## src/rtl/entrada_codigo.sv

```systemverilog
// Keypad entry stage: collects up to six BCD digits, supports backspace, clear,
// inactivity timeout and a frozen confirm/hold phase for the downstream comparator.
module entrada_codigo #(
    parameter int TIMEOUT_CYC = 50000000,
    parameter int HOLD_CYC    = 100000000,
    parameter int CNT_W       = 27
) (
    input  logic       clk,
    input  logic       rst,
    input  logic [3:0] tecla,
    input  logic       tecla_valida,
    input  logic       apagar,
    input  logic       limpar,
    input  logic       confirmar,
    output logic [3:0] m0,
    output logic [3:0] m1,
    output logic [3:0] m2,
    output logic [3:0] m3,
    output logic [3:0] m4,
    output logic [3:0] m5,
    output logic [2:0] d,
    output logic       cheio,
    output logic       pronto,
    output logic       erro
);

    typedef enum logic [1:0] {
        ENTRADA  = 2'd0,
        CHEIO    = 2'd1,
        BLOQUEIO = 2'd2
    } state_t;

    localparam int                 NDIG      = 6;
    localparam logic [CNT_W-1:0]   TO_LAST   = CNT_W'(TIMEOUT_CYC - 1);
    localparam logic [CNT_W-1:0]   HOLD_LAST = CNT_W'(HOLD_CYC - 1);
    localparam logic [CNT_W-1:0]   CNT_ONE   = CNT_W'(1);

    state_t           state_q, state_d;
    logic [3:0]       m_q [NDIG];
    logic [3:0]       m_d [NDIG];
    logic [2:0]       ndig_q, ndig_d;
    logic [CNT_W-1:0] cnt_q, cnt_d;
    logic             erro_q, erro_d;
    logic             cheio_q, pronto_q;
    logic             tv_prev_q, ap_prev_q, cf_prev_q;

    logic tv_ev, ap_ev, cf_ev;
    logic timeout_hit;

    assign tv_ev = tecla_valida & ~tv_prev_q;
    assign ap_ev = apagar       & ~ap_prev_q;
    assign cf_ev = confirmar    & ~cf_prev_q;

    // The shared counter only means "idle time" outside the hold phase.
    assign timeout_hit = (TIMEOUT_CYC != 0) && (ndig_q != 3'd0) && (cnt_q == TO_LAST);

    always_comb begin
        state_d = state_q;
        m_d     = m_q;
        ndig_d  = ndig_q;
        cnt_d   = cnt_q;
        erro_d  = 1'b0;

        case (state_q)
            BLOQUEIO: begin
                if (cnt_q == HOLD_LAST) begin
                    for (int i = 0; i < NDIG; i++) begin
                        m_d[i] = 4'd0;
                    end
                    ndig_d  = 3'd0;
                    cnt_d   = '0;
                    state_d = ENTRADA;
                end else begin
                    cnt_d = cnt_q + CNT_ONE;
                end
            end

            default: begin
                if (limpar || timeout_hit) begin
                    for (int i = 0; i < NDIG; i++) begin
                        m_d[i] = 4'd0;
                    end
                    ndig_d  = 3'd0;
                    cnt_d   = '0;
                    state_d = ENTRADA;
                end else if (ap_ev) begin
                    cnt_d = '0;
                    if (ndig_q != 3'd0) begin
                        for (int i = 0; i < NDIG; i++) begin
                            if (ndig_q == 3'(i + 1)) begin
                                m_d[i] = 4'd0;
                            end
                        end
                        ndig_d  = ndig_q - 3'd1;
                        state_d = ENTRADA;
                    end
                end else if (cf_ev) begin
                    cnt_d = '0;
                    if (state_q == CHEIO) begin
                        state_d = BLOQUEIO;
                    end else begin
                        erro_d = 1'b1;
                    end
                end else if (tv_ev) begin
                    cnt_d = '0;
                    if ((state_q == CHEIO) || (tecla > 4'd9)) begin
                        erro_d = 1'b1;
                    end else begin
                        for (int i = 0; i < NDIG; i++) begin
                            if (ndig_q == 3'(i)) begin
                                m_d[i] = tecla;
                            end
                        end
                        ndig_d = ndig_q + 3'd1;
                        if (ndig_q == 3'd5) begin
                            state_d = CHEIO;
                        end
                    end
                end else if ((ndig_q != 3'd0) && (TIMEOUT_CYC != 0)) begin
                    cnt_d = cnt_q + CNT_ONE;
                end else begin
                    cnt_d = '0;
                end
            end
        endcase
    end

    always_ff @(posedge clk) begin
        if (rst) begin
            state_q   <= ENTRADA;
            ndig_q    <= 3'd0;
            cnt_q     <= '0;
            erro_q    <= 1'b0;
            cheio_q   <= 1'b0;
            pronto_q  <= 1'b0;
            tv_prev_q <= 1'b0;
            ap_prev_q <= 1'b0;
            cf_prev_q <= 1'b0;
            for (int i = 0; i < NDIG; i++) begin
                m_q[i] <= 4'd0;
            end
        end else begin
            state_q   <= state_d;
            ndig_q    <= ndig_d;
            cnt_q     <= cnt_d;
            erro_q    <= erro_d;
            cheio_q   <= (state_d == CHEIO);
            pronto_q  <= (state_d == BLOQUEIO);
            tv_prev_q <= tecla_valida;
            ap_prev_q <= apagar;
            cf_prev_q <= confirmar;
            for (int i = 0; i < NDIG; i++) begin
                m_q[i] <= m_d[i];
            end
        end
    end

    assign m0     = m_q[0];
    assign m1     = m_q[1];
    assign m2     = m_q[2];
    assign m3     = m_q[3];
    assign m4     = m_q[4];
    assign m5     = m_q[5];
    assign d      = ndig_q;
    assign cheio  = cheio_q;
    assign pronto = pronto_q;
    assign erro   = erro_q;

endmodule

```

## config.mk

```make
export PLATFORM = sky130hd
export DESIGN_NAME = entrada_codigo
export DESIGN_NICKNAME = d
export VERILOG_FILES = /design/src/rtl/entrada_codigo.sv
export SDC_FILE = /design/constraint.sdc
export NUM_CORES = 1
export LEC_CHECK = 0
export CORE_MARGIN = 5
export CORE_UTILIZATION = 29
export CTS_CLUSTER_DIAMETER = 100
export DETAILED_ROUTE_END_ITERATION = 8
export GPL_TIMING_DRIVEN = 0
export PLACE_DENSITY = 0.46
export SETUP_SLACK_MARGIN = 0.15
export SLEW_MARGIN = 20
export SYNTH_ARGS = -nofsm -noshare
export SYNTH_HDL_FRONTEND = slang
export SYNTH_SLANG_ARGS = --single-unit
```

## constraint.sdc

```tcl
create_clock -name clk -period 2.6 [get_ports clk]
set_input_delay 0.39 -clock clk [delete_from_list [all_inputs] [get_ports clk]]
set_output_delay 0.39 -clock clk [all_outputs]
set_load 0.1 [all_outputs]
```

==> results.md <==
- Fin crit period: 2.25 ns
- Htree depth: 3
- DRT Wirelength: 6.74 mm
- CTS Buf Count: 9
- Setup_tns: 0 ns
- Synth cell types: 44
- Ports: 40
- RSZ-0062 raised after global routing: true
- PnR worst setup slack: 0.350 ns
- Nets: between 300 and 400
- Combinational Power Share: between 10 and 15%
- Die Y: roughly 110 um
- Total GRT Usage: roughly 11%
- Switching part of the total power: around 29%
- Synth Register Bits: just over 60
- Min-Delay Path Class: reg2reg
- Main synth FF type: dfxtp_1
- Grt met2 use: a little under a fifth
- Die area: approximately 12000 um^2
- Area growth syn-to-layout: 26.7%
- Total of max-cap violations: 0
- Starting Density: between 20 and 30%
- Global route overflow: 0
- Detailed Route Iter0 Violations: 101
- Syn avg cell area: 9.38 um^2
- Core footprint: approximately 10000 um^2
- Setup WS pre-CTS: roughly 0.18 ns
- First drt pass iteration count: 6
- WP data arrival: between 2 and 2.5 ns
- WS Path Type: reg2reg
- Cell taking the most area after synthesis: dfxtp_1
- R2r setup slk: about 0.35 ns
- Share of cells above drive strength 1: between 10 and 15%
- Clock Latency Late Sink: 0.34 ns
- Worst path required time: 2.81 ns
- CTS Hold Buffers Added: 0
- CP Launch Type: flip-flop
- First-pass GRT wire length: between 10 and 15 mm
- Yosys warns: 0
- FMAX: around 0.44 GHz
- Layout Skew: 0.0122 ns
- Vias/cell: about 4.5
- Sequential-to-total area share from yosys stat: roughly two fifths
- Seq pwr share: between 40% and 50%
- Int Pwr: 0.00162 W
- Final setup viols: 0
- Most Used Layer, Global Route: met2
- Status: completed
- DRC Markers: 0
- Crit path cell chain: ha_1 -> nand4_1 -> nor3b_2 -> nand4_4 -> and2_0 -> clkbuf_2 -> nand3_1 -> mux2i_1
- Drt wl/cell: ~13 um
- Synth async-reset ratio: 0%
- Initial antenna violation count: 0
- Cell Pwr Density: slightly above 600 nW/um^2
- Die Wd: 111 um
- Period Utilization, post-route: between 80 and 90%
- Cell Count Post-Placement: 490
- Worst setup EP type: flip-flop
- Sink Count: just over 60
- Slew @ Worst Pin: 1.00 ns
- Final hold violation count: 0
- Slew Viols, Final: 0
- Worst-path fanout max: 8
- TritonCTS clock tree: built
- Met3 Usage GRT: under 10%
- Row Count: 37
- Cell Area, Synth: slightly below 3000 um^2
- Synthesized net count: 333
- Root buf cell: clkbuf_8
- Clock Path Buffers: 2
- CP peak stage delay: 0.38 ns
- N_diodes: 0
- Net Switching: 0.000648 W
- Maximum vdd drop: 0.198 mV
- Port Buffers: 38
- Final Wtd Congestion: around 0.76
- Post-detail-place hpwl: around 5 mm
- Synth area leaders: dfxtp_1 42%, mux2i_1 8.8%, nor2_1 6.2%
- CP max stage cell: dfxtp_1
- Largest net degree at the start of global routing: 13
- Met1 Track Usage GR: between 10 and 15%
- Vias in the first global route: between 2000 and 2500
- Synthesized instance count: around 320
- Non-filler cells, final: just over 500
- Reg clk slew, reported paths: around 0.070 ns
- Clock power frac: a little over two fifths
- Share of the synthesized area in the top cell type: 41.9%
- Antenna-violating nets left: 0
- Leakage: 1.31 nW
- Post-synth EDFFs: 0
- Via Count: between 2000 and 2500
- Max_slew headroom: about a third
-- synthesized netlist by cell type, types with 2 or more instances --
library cell / number
nand2b_1: 29
o21a_2: 2
inv_1: 8
a31oi_1: 3
nor3b_1: 2
nand2_1: 13
nand3_1: 14
o21ai_4: 4
mux2i_1: 26
dfxtp_1: 62
xnor2_1: 13
and3_1: 4
a21oi_1: 7
ha_1: 7
o21a_1: 2
nor2_1: 49
buf_4: 3
clkbuf_1: 9
xor2_1: 14
nor3_1: 4
nor4_1: 4
and4_1: 4
nand4_1: 7
nor2b_1: 6
-- through the flow --
stage	hold WS (ns)	util, %	total power, W	cell area (um^2)
after floorplan	0.430	-	0.00126	2970
after global placement	0.447	34.7	0.00134	3520
after detailed placement	0.453	34.7	0.00134	3520
after CTS	0.470	36.9	0.00231	3740
after global routing	0.500	37.0	0.00238	3760
final	0.468	37.0	0.00227	3760
-- critical path: cells and delay by family (launching register included) --
family / cells / cell delay, ns
adders and majority gates: 1 / 0.23
and+or+nand+nor: 5 / 1.22
DFF: 1 / 0.38
buffers and inverters: 1 / 0.18
muxes: 1 / 0.12
-- cell families (layout without fill, tap and decap cells) --
family	after synthesis	after routing	share of synthesized area [%]
and+or+nand+nor	148	148	27.6
AOI/OAI and AO/OA	24	24	7.09
buffers and inverters	22	76	3.76
xor gates and xnor gates	27	27	7.97
adders and majority gates	7	7	2.95
muxes	26	26	8.78
DFF	62	62	41.9
-- flip-flops by register name, summed over array words and instances (netlist names) --
name       flops
m1             4
pronto         1
cnt_q         27
erro           1
m0             4
state_q        2
m4             4
tv_prev_q      1
cf_prev_q      1
m2             4
m3             4
ap_prev_q      1
m5             4
d              3
cheio          1
-- repair_timing --
item,in CTS,in global routing
buffers inserted,0,0
setup endpoints to repair,4,25
pin swaps,0,0
gates resized for setup,1,4
-- power groups by stage --
stage	clock (W)	sequential [W]	combinational, W
2_1_floorplan	0	0.00112	0.000140
3_3_place_gp	0	0.00100	0.000338
3_5_place_dp	0	0.00100	0.000337
4_1_cts	0.000988	0.000982	0.000339
5_1_grt	0.00104	0.000984	0.000356
6_report	0.000951	0.000981	0.000335
-- path summary, 6_finish.rpt --
check | start | to | cells past startpoint
worst max-delay path | cnt_q[0] | m0[1] | 8
worst min-delay path | cnt_q[0] | cnt_q[0] | 1
worst max register to register | cnt_q[0] | m0[1] | 8
worst min register to register | cnt_q[0] | cnt_q[0] | 1
-- layout by cell type (no fill, tap or decap), types with 9 or more instances in the layout --
| master | n |
|---|---|
| nand3_1 | 14 |
| mux2i_1 | 26 |
| clkbuf_8 | 9 |
| nand2_1 | 13 |
| dfxtp_1 | 59 |
| nand2b_1 | 29 |
| clkdlybuf4s50_1 | 38 |
| xor2_1 | 14 |
| xnor2_1 | 13 |
| nor2_1 | 49 |
-- metal layers --
metal / share of wire [%] / up-vias
met1: 48 / 1057
met4: 1.0 / 0
li1: - / 1168
met3: 3.7 / 4
met5: 0 / -
met2: 47 / 31
-- final cells by class --
type	instances	area (um^2)
timing repair buffer	38	380
fill	1019	6380
clock buffer	9	124
sequential	62	1240
multi-input combinational	232	1630
buffer	14	82.6
tap	136	170
clock inverter	7	98.8
inverter	8	30.0
No activity file was read; power rests on OpenSTA's default activity.
